**src/rtl/seq_mul.sv**
```systemverilog
// Shift-and-add unsigned N x N multiplier with a ready/busy/done handshake.
// Optional SEQ_MUL_EARLY_EXIT_EN: zero operands skip RUN and finish in one cycle.
module ADD #(
  parameter int N = 8
) (
  input  logic [N-1:0] a,
  input  logic [N-1:0] b,
  input  logic         c_in,
  output logic [N-1:0] sum,
  output logic         c_out
);

  logic [N:0] c;

  assign c[0] = c_in;

  for (genvar i = 0; i < N; i++) begin : g_bit
    assign sum[i]   = a[i] ^ b[i] ^ c[i];
    assign c[i+1]   = (a[i] & b[i]) | (c[i] & (a[i] ^ b[i]));
  end

  assign c_out = c[N];

endmodule

module seq_mul #(
  parameter int N = 8
) (
  input  logic           clk,
  input  logic           rst,
  input  logic           start,
  input  logic [N-1:0]   a,
  input  logic [N-1:0]   b,
  output logic           ready,
  output logic           busy,
  output logic           done,
  output logic [2*N-1:0] product
);

  localparam int CW = $clog2(N + 1);

  typedef enum logic [1:0] {
    IDLE,
    RUN,
    DONE
  } state_t;

  state_t        state;
  state_t        state_nxt;
  logic [N-1:0]  a_q;
  logic [N-1:0]  p_hi;
  logic [N-1:0]  p_lo;
  logic [CW-1:0] cnt;
  logic [N-1:0]  sum;
  logic          c_out;
  logic [N-1:0]  acc;
  logic          carry;
  logic          take;
  logic          skip;

  ADD #(.N(N)) u_add (
    .a     (p_hi),
    .b     (a_q),
    .c_in  (1'b0),
    .sum   (sum),
    .c_out (c_out)
  );

  assign ready   = (state == IDLE);
  assign busy    = (state == RUN);
  assign done    = (state == DONE);
  assign product = {p_hi, p_lo};
  assign take    = ready & start;

`ifdef SEQ_MUL_EARLY_EXIT_EN
  assign skip = (a == '0) || (b == '0);
`else
  assign skip = 1'b0;
`endif

  always_comb begin
    acc   = p_hi;
    carry = 1'b0;
    if (p_lo[0]) begin
      acc   = sum;
      carry = c_out;
    end
  end

  always_comb begin
    state_nxt = state;
    unique case (state)
      IDLE: begin
        if (start) state_nxt = skip ? DONE : RUN;
      end
      RUN: begin
        if (cnt == CW'(1)) state_nxt = DONE;
      end
      DONE:    state_nxt = IDLE;
      default: state_nxt = IDLE;
    endcase
  end

  always_ff @(posedge clk) begin
    if (rst) state <= IDLE;
    else     state <= state_nxt;
  end

  // Product lives in {p_hi,p_lo}; it only changes on accept or in RUN.
  always_ff @(posedge clk) begin
    if (rst) begin
      a_q  <= '0;
      p_hi <= '0;
      p_lo <= '0;
      cnt  <= '0;
    end else if (take) begin
      a_q  <= a;
      p_hi <= '0;
      p_lo <= skip ? '0 : b;
      cnt  <= CW'(N);
    end else if (busy) begin
      {p_hi, p_lo} <= {carry, acc, p_lo[N-1:1]};
      cnt          <= cnt - CW'(1);
    end
  end

endmodule

```
**config.mk**
```make
export PLATFORM = sky130hd
export DESIGN_NAME = seq_mul
export DESIGN_NICKNAME = d
export VERILOG_FILES = /design/src/rtl/seq_mul.sv
export SDC_FILE = /design/constraint.sdc
export NUM_CORES = 1
export LEC_CHECK = 0
export ABC_CLOCK_PERIOD_IN_PS = 4500
export CAP_MARGIN = 15
export CORE_MARGIN = 10
export CORE_UTILIZATION = 49
export DETAILED_ROUTE_END_ITERATION = 10
export PLACE_DENSITY = 0.79
export REMOVE_ABC_BUFFERS = 1
export SYNTH_ARGS = -nofsm -noshare
export SYNTH_HDL_FRONTEND = slang
export SYNTH_HIERARCHICAL = 1
export SYNTH_SLANG_ARGS = --single-unit
```
**constraint.sdc**
```tcl
create_clock -name clk -period 4.5 [get_ports clk]
set_input_delay 0.675 -clock clk [delete_from_list [all_inputs] [get_ports clk]]
set_output_delay 0.675 -clock clk [all_outputs]
set_load 0.02 [all_outputs]
```
==> flow_metrics.py, run 1 <==
metrics = {
    "run_status": {
        "status": "completed",
    },
    "placement": {
        "dpl.cell_count": 231,
        "placed_cell_area_sq_mm": 0.001984,
        "dp_hpwl_mm": 2.731,
        "place.gp.congestion": 0.7511,
        "io_buffers": 37,
    },
    "final_layout": {
        "layout-drive-gt1-share_pct": 12.89,
        "mostFrequentLayoutCells": "37 x clkdlybuf4s50_1, 30 x dfxtp_1, 21 x nor2_1, 19 x inv_1, 17 x mux2i_1",
        "stdcell_area_sq_mm": 0.002029,
        "final_core_util_pct": 64.88,
        "seq_area_sq_um": 600.6,
        "num-fill-cells": 282,
        "multi_input_area_sq_um": 883.3,
        "final_common_cell": "clkdlybuf4s50_1",
        "nets": 223,
        "num_antenna_cells": 0,
        "area_growth_pct": 24.29,
        "stdcell_count": 238,
    },
    "clock_tree": {
        "clk_latency_ns": 0.32,
        "cts_buffers": 5,
        "post_cts_buffers": 0,
        "cts_root_buf": "clkbuf_4",
        "cts_buffer_depth": 2,
        "cts_resized": 0,
        "ctsHoldBuffers": 0,
        "cts_num_sinks": 30,
        "cts_max_level": 2,
        "cts_tree": "done",
        "clkSlewWorstSetupHoldPaths_ns": 0.09,
    },
    "sta": {
        "min_period_ns": 3.871,
        "worst_pin_slew_ns": 0.7997,
        "slew_violations": 0,
        "hold_violations": 0,
        "timing.fmax_mhz": 258.3,
        "skew_ns": 0.009754,
        "tns_ns": 0,
        "finalSetupViolations": 0,
        "timing.final.crit_share_pct": 86.02,
        "max_slew_margin_pct": 46.52,
        "rsz0062_at_grt": "no",
    },
    "yosys": {
        "synth_area_leaders": "dfxtp_1 37%, mux2i_1 10%, fa_1 9.8%",
        "synth-seq-cells": 30,
        "synth_flop_cell": "dfxtp_1",
        "yosysUniqueCellTypes": 30,
        "yosysTopAreaCell": "dfxtp_1",
        "syn_avg_cell_area_sq_um": 10.14,
        "seq_area_frac_synth_pct": 36.78,
        "synth_edf_count": 0,
        "synth.top_cell.area_share_pct": 36.78,
        "async_reset_ff_share_pct": 0,
        "syn_inst": 161,
        "syn_area_sq_mm": 0.001633,
        "synth_warnings": 6,
    },
    "die": {
        "chipWidth_um": 77.73,
        "ios": 38,
        "coreArea_sq_mm": 0.003128,
        "start_util_pct": 52.20,
        "fp-row-count": 20,
        "die_h_um": 77.73,
        "die-area_sq_mm": 0.006041,
    },
    "worst_setup_path": {
        "end_kind": "flop",
        "worstRegToRegCells": 14,
        "start_kind": "flop",
        "crit_path_max_incr_delay_ns": 0.42,
        "r2r_setup_slack_ns": 0.63,
        "cp_cell_sequence": "fa_1 > inv_1 > fa_1 > inv_1 > fa_1 > fa_1 > fa_1 > fa_1 > fa_1 > inv_1 > fa_1 > inv_1 > mux2i_1 > a211oi_2",
        "cp.required_ns": 4.75,
        "r2r_start": "p_hi[0]$_SDFFE_PP0P_",
        "cpMaxStageDelayCell": "fa_1",
        "r2r_end": "p_hi[6]$_SDFFE_PP0P_",
        "crit_top_cell": "fa_1",
        "critPathArrivalTime_ns": 4.12,
        "path_class": "flop to flop",
        "path_max_fanout": 4,
    },
    "routing": {
        "wl_per_cell_um": 15.42,
        "dr_total_vias": 1220,
        "dr.pass1.iters": 4,
        "via_per_inst": 5.126,
        "drc": 0,
        "postRouteAntennaNets": 0,
        "drtIter0Drc": 68,
        "wl_mm": 3.669,
    },
    "min_path": {
        "hold_depth": 2,
        "hold_end": "p_hi[7]$_SDFFE_PP0P_",
        "min_from": "p_hi[7]$_SDFFE_PP0P_",
        "hold_class": "flop to flop",
    },
    "grt": {
        "grt_pass1_vias": 1303,
        "grt-ovfl-total": 0,
        "grt_pass1_wl_mm": 6.141,
        "antenna_found_initial": 0,
        "grt_use_total_pct": 12.50,
        "grt_start_max_net_pins": 22,
    },
    "power_and_ir_drop": {
        "ir_drop_mv": 0.1894,
        "power_mw": 0.6174,
        "total_leakage_power_nw": 0.7962,
        "power.density_mw_per_mm2": 304.2,
    },
    "run": {
        "max-cap-violations": 0,
    },
}
-- Yosys cell counts, types with 2 or more instances --
| library cell | count |
|---|---|
| a211oi_1 | 2 |
| nand2b_1 | 3 |
| buf_2 | 5 |
| buf_6 | 3 |
| inv_1 | 19 |
| nor3_1 | 2 |
| ha_1 | 2 |
| nand2_1 | 3 |
| mux2i_1 | 17 |
| nor2_1 | 21 |
| dfxtp_1 | 30 |
| a21oi_1 | 10 |
| o22a_1 | 7 |
| clkbuf_1 | 2 |
| a211oi_2 | 7 |
| o221a_2 | 7 |
| fa_1 | 8 |
-- layout make-up --
cell class | instances | area share, %
clock buffers | 7 | 2.219
inverters | 20 | 3.699
multi-input cells | 100 | 43.53
flip-flops and latches | 30 | 29.59
well taps | 44 | 2.713
repair buffers | 37 | 18.25
-- routing by layer --
metal	vias up	wire length (um)	share of wire (%)	track usage [%]
li1	610	-	-	-
met1	566	1648	45	14.24
met2	40	1656	45	19.73
met3	4	316	8.6	6.336
met4	0	48	1.3	4.380
met5	-	0	0	0
-- worst max path at each step --
| stage | start | end | slack (ns) |
|---|---|---|---|
| after floorplan | p_hi[0]$_SDFFE_PP0P_ | p_hi[6]$_SDFFE_PP0P_ | 0.69 |
| after global placement | p_hi[0]$_SDFFE_PP0P_ | p_hi[6]$_SDFFE_PP0P_ | 0.70 |
| after detailed placement | p_hi[0]$_SDFFE_PP0P_ | p_hi[6]$_SDFFE_PP0P_ | 0.64 |
| after CTS | p_hi[0]$_SDFFE_PP0P_ | p_hi[6]$_SDFFE_PP0P_ | 0.61 |
| after global routing | p_hi[0]$_SDFFE_PP0P_ | p_hi[6]$_SDFFE_PP0P_ | 0.43 |
| final | p_hi[0]$_SDFFE_PP0P_ | p_hi[6]$_SDFFE_PP0P_ | 0.63 |
-- report_power, final --
part,leakage (nW),internal [mW],switching [mW]
Clock,0.0254,0.0588,0.0861
Combinational,0.524,0.0814,0.0781
Sequential,0.247,0.286,0.0268
Total,0.796,0.426,0.191
-- sequential cells by signal, indices dropped and copies added, names as in the netlist --
signal	flops
a_q	8
p_hi	8
p_lo	8
cnt	4
state	2
-- worst max-delay path, delay by kind of cell, from the launching register on --
kind,cells,cell delay (ns)
compound gates,1,0.22
flops,1,0.36
mux,1,0.07
fa+ha+maj,8,2.90
buf+inv,4,0.26
-- kinds of logic after synthesis --
kind of cell / after synthesis / synth area share (%)
AOI/OAI and AO/OA: 35 / 20.23
xor gates and xnor gates: 1 / 0.5365
adders and majority gates: 10 / 11.34
DFF: 30 / 36.78
muxes: 17 / 10.42
other: 1 / 0.2297
and+or+nand+nor: 36 / 11.34
buffers and inverters: 31 / 9.119
-- stage by stage --
stage                     hold slack, ns  setup WS (ns)
after floorplan                   0.4604         0.6950
after global placement            0.4736         0.7038
after detailed placement          0.4897         0.6365
after CTS                         0.5048         0.6100
after global routing              0.5362         0.4277
final                             0.4997         0.6290
Power figures use the tool's default switching activity.
==> inputs of run 2 (changes only) <==
--- a/config.mk
+++ b/config.mk
@@ -10,7 +10,7 @@
 export CORE_MARGIN = 10
 export CORE_UTILIZATION = 49
 export DETAILED_ROUTE_END_ITERATION = 10
-export PLACE_DENSITY = 0.79
+export PLACE_DENSITY = 0.86
 export REMOVE_ABC_BUFFERS = 1
 export SYNTH_ARGS = -nofsm -noshare
 export SYNTH_HDL_FRONTEND = slang
==> flow_metrics.py, run 2 (synthesis gave the netlist of run 1 again) <==
metrics = {
    "run_status": {
        "status": "completed",
    },
    "routing": {
        "drc": 0,
        "dr.pass1.iters": 4,
        "postRouteAntennaNets": 0,
        "via_per_inst": 5.176,
        "wl_per_cell_um": 15.56,
        "drtIter0Drc": 61,
        "wl_mm": 3.720,
        "dr_total_vias": 1237,
    },
    "min_path": {
        "hold_class": "flop to flop",
        "hold_depth": 2,
    },
    "die": {
        "chipWidth_um": 77.73,
        "ios": 38,
        "coreArea_sq_mm": 0.003128,
        "die_h_um": 77.73,
        "fp-row-count": 20,
        "start_util_pct": 52.20,
        "die-area_sq_mm": 0.006041,
    },
    "clock_tree": {
        "cts_root_buf": "clkbuf_4",
        "clk_latency_ns": 0.32,
        "cts_buffer_depth": 2,
        "cts_buffers": 5,
        "post_cts_buffers": 0,
        "ctsHoldBuffers": 0,
        "clkSlewWorstSetupHoldPaths_ns": 0.10,
        "cts_tree": "done",
        "cts_max_level": 2,
        "cts_num_sinks": 30,
        "cts_resized": 0,
    },
    "worst_setup_path": {
        "cp.required_ns": 4.75,
        "r2r_start": "p_hi[0]$_SDFFE_PP0P_",
        "worstRegToRegCells": 14,
        "cp-endpoint": "p_hi[6]$_SDFFE_PP0P_",
        "path_class": "flop to flop",
        "path_max_fanout": 4,
        "end_kind": "flop",
        "critPathLaunch": "p_hi[0]$_SDFFE_PP0P_",
        "r2r_end": "p_hi[6]$_SDFFE_PP0P_",
        "start_kind": "flop",
        "critPathArrivalTime_ns": 4.20,
        "r2r_setup_slack_ns": 0.55,
    },
    "final_layout": {
        "area_growth_pct": 26.36,
        "num_antenna_cells": 0,
        "mostFrequentLayoutCells": "37 x clkdlybuf4s50_1, 30 x dfxtp_1, 21 x nor2_1, 19 x inv_1, 17 x mux2i_1",
        "nets": 223,
        "layout-drive-gt1-share_pct": 14.36,
        "reg.largest.list": "a_q x8, p_hi x8, p_lo x8",
        "final_common_cell": "clkdlybuf4s50_1",
    },
    "placement": {
        "place.gp.congestion": 0.7846,
        "place_ws_ns": 0.6026,
        "dp_hpwl_mm": 2.704,
        "io_buffers": 37,
    },
    "power_and_ir_drop": {
        "ir_drop_mv": 0.1695,
        "total_leakage_power_nw": 0.8154,
        "power_mw": 0.6730,
        "power.density_mw_per_mm2": 326.2,
    },
    "sta": {
        "postLayoutSetupSlackWorst_ns": 0.5542,
        "timing.fmax_mhz": 253.4,
        "rsz0062_at_grt": "no",
        "tns_ns": 0,
        "timing.final.crit_share_pct": 87.68,
        "max_slew_margin_pct": 45.02,
        "skew_ns": 0.008934,
        "slew_violations": 0,
        "hold_violations": 0,
        "min_period_ns": 3.946,
        "worst_pin_slew_ns": 0.8221,
        "finalSetupViolations": 0,
    },
    "grt": {
        "grt_pass1_wl_mm": 6.375,
        "grt-ovfl-total": 0,
        "grt_use_total_pct": 12.65,
        "grt_start_max_net_pins": 22,
        "antenna_found_initial": 0,
        "grt_pass1_vias": 1323,
    },
    "run": {
        "max-cap-violations": 0,
    },
}
==> run 2: how the worst min path moves through the flow <==
stage,slack [ns],endpoint,startpoint
global route,0.54,cnt[0]$_SDFFE_PP0P_,cnt[0]$_SDFFE_PP0P_
finish,0.50,cnt[0]$_SDFFE_PP0P_,cnt[0]$_SDFFE_PP0P_
floorplan,0.46,a_q[1]$_SDFFE_PP0P_,a_q[1]$_SDFFE_PP0P_
global placement,0.47,p_hi[7]$_SDFFE_PP0P_,p_hi[7]$_SDFFE_PP0P_
CTS,0.50,cnt[0]$_SDFFE_PP0P_,cnt[0]$_SDFFE_PP0P_
detailed placement,0.48,cnt[0]$_SDFFE_PP0P_,cnt[0]$_SDFFE_PP0P_
==> run 2: worst max-delay path: stages (launching register included) <==
cell and delay [ns]:
dfxtp_1 0.36, fa_1 0.43, inv_1 0.07, fa_1 0.15, inv_1 0.05, fa_1 0.38
fa_1 0.39, fa_1 0.40, fa_1 0.41, fa_1 0.38, inv_1 0.08, fa_1 0.41
inv_1 0.06, mux2i_1 0.07, a211oi_2 0.22
==> run 2: per-stage QoR <==
| stage | cell area (sq um) | instances | util, % | hold WS, ns |
|---|---|---|---|---|
| 2_1_floorplan | 1559 | 150 | - | 0.4604 |
| 3_3_place_gp | 1984 | 231 | 63.44 | 0.4742 |
| 3_5_place_dp | 1984 | 231 | 63.44 | 0.4836 |
| 4_1_cts | 2063 | 239 | 65.96 | 0.4986 |
| 5_1_grt | 2063 | 239 | 65.96 | 0.5407 |
| 6_report | 2063 | 239 | 65.96 | 0.4961 |
==> run 2: per-layer routing <==
layer / up-vias / global-route usage (%) / wire, um
li1: 614 / - / -
met1: 581 / 14.97 / 1655
met2: 38 / 20.07 / 1695
met3: 4 / 5.991 / 337
met4: 0 / 3.285 / 31
met5: - / 0 / 0
==> run 2: report_power, final <==
part / internal (mW) / total [mW] / switching [mW] / leakage (nW)
Clock: 0.107 / 0.200 / 0.0937 / 0.0446
Sequential: 0.286 / 0.313 / 0.0269 / 0.247
Combinational: 0.0814 / 0.159 / 0.0781 / 0.524
Total: 0.474 / 0.673 / 0.199 / 0.815
==> run 2: final cells by class <==
type	instances	area, sq um
tap	44	55.05
multi-input combinational	100	883.3
sequential	30	600.6
clock buffer	8	78.83
timing repair buffer	37	370.4
fill	266	1065
inverter	20	75.07
==> inputs of run 3 (changes only) <==
--- a/config.mk
+++ b/config.mk
@@ -5,12 +5,12 @@
 export SDC_FILE = /design/constraint.sdc
 export NUM_CORES = 1
 export LEC_CHECK = 0
-export ABC_CLOCK_PERIOD_IN_PS = 4500
+export ABC_CLOCK_PERIOD_IN_PS = 3400
 export CAP_MARGIN = 15
 export CORE_MARGIN = 10
-export CORE_UTILIZATION = 49
+export CORE_UTILIZATION = 45
 export DETAILED_ROUTE_END_ITERATION = 10
-export PLACE_DENSITY = 0.86
+export PLACE_DENSITY_LB_ADDON = 0.3
 export REMOVE_ABC_BUFFERS = 1
 export SYNTH_ARGS = -nofsm -noshare
 export SYNTH_HDL_FRONTEND = slang
==> constraint.sdc (replaced) <==
create_clock -name clk -period 3.4 [get_ports clk]
set_input_delay 0.51 -clock clk [delete_from_list [all_inputs] [get_ports clk]]
set_output_delay 0.51 -clock clk [all_outputs]
set_load 0.02 [all_outputs]
==> flow_metrics.py, run 3 (synthesis gave the netlist of run 1 again) <==
metrics = {
    "run_status": {
        "status": "complete, but fails checks",
        "failed_checks": "setup timing",
    },
    "sta": {
        "worst_pin_slew_ns": 0.6211,
        "hold_violations": 0,
        "slew_violations": 0,
        "rsz0062_at_grt": "yes",
        "finalSetupViolations": 1,
        "min_period_ns": 3.565,
        "fin_hold_ws_ns": 0.5031,
        "max_slew_margin_pct": 58.54,
        "skew_ns": 0.004619,
        "timing.final.crit_share_pct": 104.8,
        "timing.fmax_mhz": 280.5,
        "postLayoutSetupSlackWorst_ns": -0.1649,
        "tns_ns": -0.1649,
    },
    "clock_tree": {
        "cts_buffer_depth": 2,
        "cts_max_level": 2,
        "cts_root_buf": "clkbuf_4",
        "ctsHoldBuffers": 0,
        "cts_buffers": 5,
        "post_cts_buffers": 0,
        "clkSlewWorstSetupHoldPaths_ns": 0.09,
        "clk_latency_ns": 0.32,
        "cts_num_sinks": 30,
        "cts_tree": "done",
    },
    "power_and_ir_drop": {
        "pwr-share-seq_pct": 49.9,
        "switching_share_pct": 30.59,
        "power.density_mw_per_mm2": 393.9,
        "power.clock.fraction_pct": 23.2,
        "power.net_switching_mw": 0.2513,
        "ir_drop_mv": 0.2198,
        "power_mw": 0.8215,
        "intPower_mw": 0.5702,
        "p_comb_share_pct": 26.8,
        "total_leakage_power_nw": 0.8100,
    },
    "grt": {
        "antenna_found_initial": 0,
        "grt-ovfl-total": 0,
        "grt_pass1_wl_mm": 6.134,
        "grt_start_max_net_pins": 22,
        "grt_use_total_pct": 11.91,
        "grt_pass1_vias": 1313,
    },
    "worst_setup_path": {
        "critical_path.top_delay_family": "adder cells",
        "cpMaxStageDelayCell": "fa_1",
        "start_kind": "flop",
        "end_kind": "flop",
        "crit_path_max_incr_delay_ns": 0.39,
        "r2r_setup_slack_ns": -0.16,
        "crit_top_cell": "fa_2",
        "critPathArrivalTime_ns": 3.80,
        "cp.required_ns": 3.63,
        "path_max_fanout": 2,
        "cp_cell_sequence": "fa_2 > inv_2 > fa_1 > inv_1 > fa_2 > fa_2 > fa_2 > fa_2 > fa_2 > inv_2 > fa_1 > inv_1 > mux2i_1 > a211oi_2",
        "path_class": "flop to flop",
        "worst-path-buf-inv": 4,
    },
    "placement": {
        "io_buffers": 37,
        "place.gp.congestion": 0.7565,
        "dpl.cell_count": 238,
        "place_ws_ns": -0.5027,
        "dp_hpwl_mm": 2.676,
        "placed_cell_area_sq_mm": 0.002024,
    },
    "die": {
        "start_util_pct": 47.80,
        "chipWidth_um": 80.24,
        "ios": 38,
        "die_h_um": 80.24,
        "fp-row-count": 21,
        "coreArea_sq_mm": 0.003416,
        "die-area_sq_mm": 0.006438,
    },
    "routing": {
        "via_per_inst": 5.094,
        "drc": 0,
        "wl_met1_mm": 1.504,
        "postRouteAntennaNets": 0,
        "routed.top_layer": "met4",
        "wl_met2_mm": 1.727,
        "wl_met3_um": 273,
        "drtIter0Drc": 57,
        "dr.pass1.iters": 4,
        "wl_mm": 3.541,
        "dr_total_vias": 1248,
        "wl_per_cell_um": 14.45,
    },
    "final_layout": {
        "nets": 228,
        "mostFrequentLayoutCells": "37 x clkdlybuf4s50_1, 29 x dfxtp_1, 21 x nor2_1, 17 x inv_1, 17 x mux2i_1",
        "num-fill-cells": 303,
        "stdcell_area_sq_mm": 0.002086,
        "stdcell_count": 245,
        "layout-drive-gt1-share_pct": 19.60,
        "final_common_cell": "clkdlybuf4s50_1",
        "num_antenna_cells": 0,
        "final_core_util_pct": 61.06,
        "area_growth_pct": 27.74,
        "reg.largest.list": "a_q x8, p_hi x8, p_lo x8",
    },
    "min_path": {
        "hold_class": "flop to flop",
    },
    "run": {
        "max-cap-violations": 0,
    },
}
-- run 3: cell types whose count changed in the layout (fill, tap and decap cells not counted), sizes merged --
cell,change
buf,+5
clkbuf,-1
-- run 3: layer usage --
layer	vias up	GRT usage (%)
met1	588	13.08
met3	6	5.234
li1	623	-
met2	31	20.63
met5	-	0
met4	0	2.641
-- run 3: layout make-up --
cell class              count  area [sq um]  area share [%]
repair buffers             42         407.9           19.56
inverters                  20         75.07           3.599
multi-input cells         100         898.4           43.07
well taps                  46         57.56           2.759
clock buffers               7         45.04           2.160
flip-flops and latches     30         601.8           28.85
-- run 3: timing repair --
action	4_1_cts	5_1_grt
pin swaps	1	0
gates resized for setup	9	0
gates cloned	0	0
endpoints found under the setup margin	3	1
-- run 3: final timing paths --
check | from | to | cells after the start
min reg2reg | cnt[0]$_SDFFE_PP0P_ | cnt[0]$_SDFFE_PP0P_ | 2
max | p_hi[0]$_SDFFE_PP0P_ | p_hi[6]$_SDFFE_PP0P_ | 14
min | cnt[0]$_SDFFE_PP0P_ | cnt[0]$_SDFFE_PP0P_ | 2
max reg2reg | p_hi[0]$_SDFFE_PP0P_ | p_hi[6]$_SDFFE_PP0P_ | 14
-- run 3: power groups by stage --
stage | Sequential, mW | Combinational (mW) | Clock (mW)
after detailed placement | 0.418 | 0.222 | 0
final | 0.410 | 0.220 | 0.191
after global placement | 0.416 | 0.216 | 0
after global routing | 0.415 | 0.245 | 0.218
after CTS | 0.411 | 0.224 | 0.196
after floorplan | 0.434 | 0.110 | 0
-- run 3: worst reg2reg max path: stages, from the launching register on --
cell,delay [ns]
dfxtp_2,0.34
fa_2,0.38
inv_2,0.06
fa_1,0.14
inv_1,0.05
fa_2,0.34
fa_2,0.35
fa_2,0.34
fa_2,0.34
fa_2,0.34
inv_2,0.06
fa_1,0.39
inv_1,0.06
mux2i_1,0.07
a211oi_2,0.21
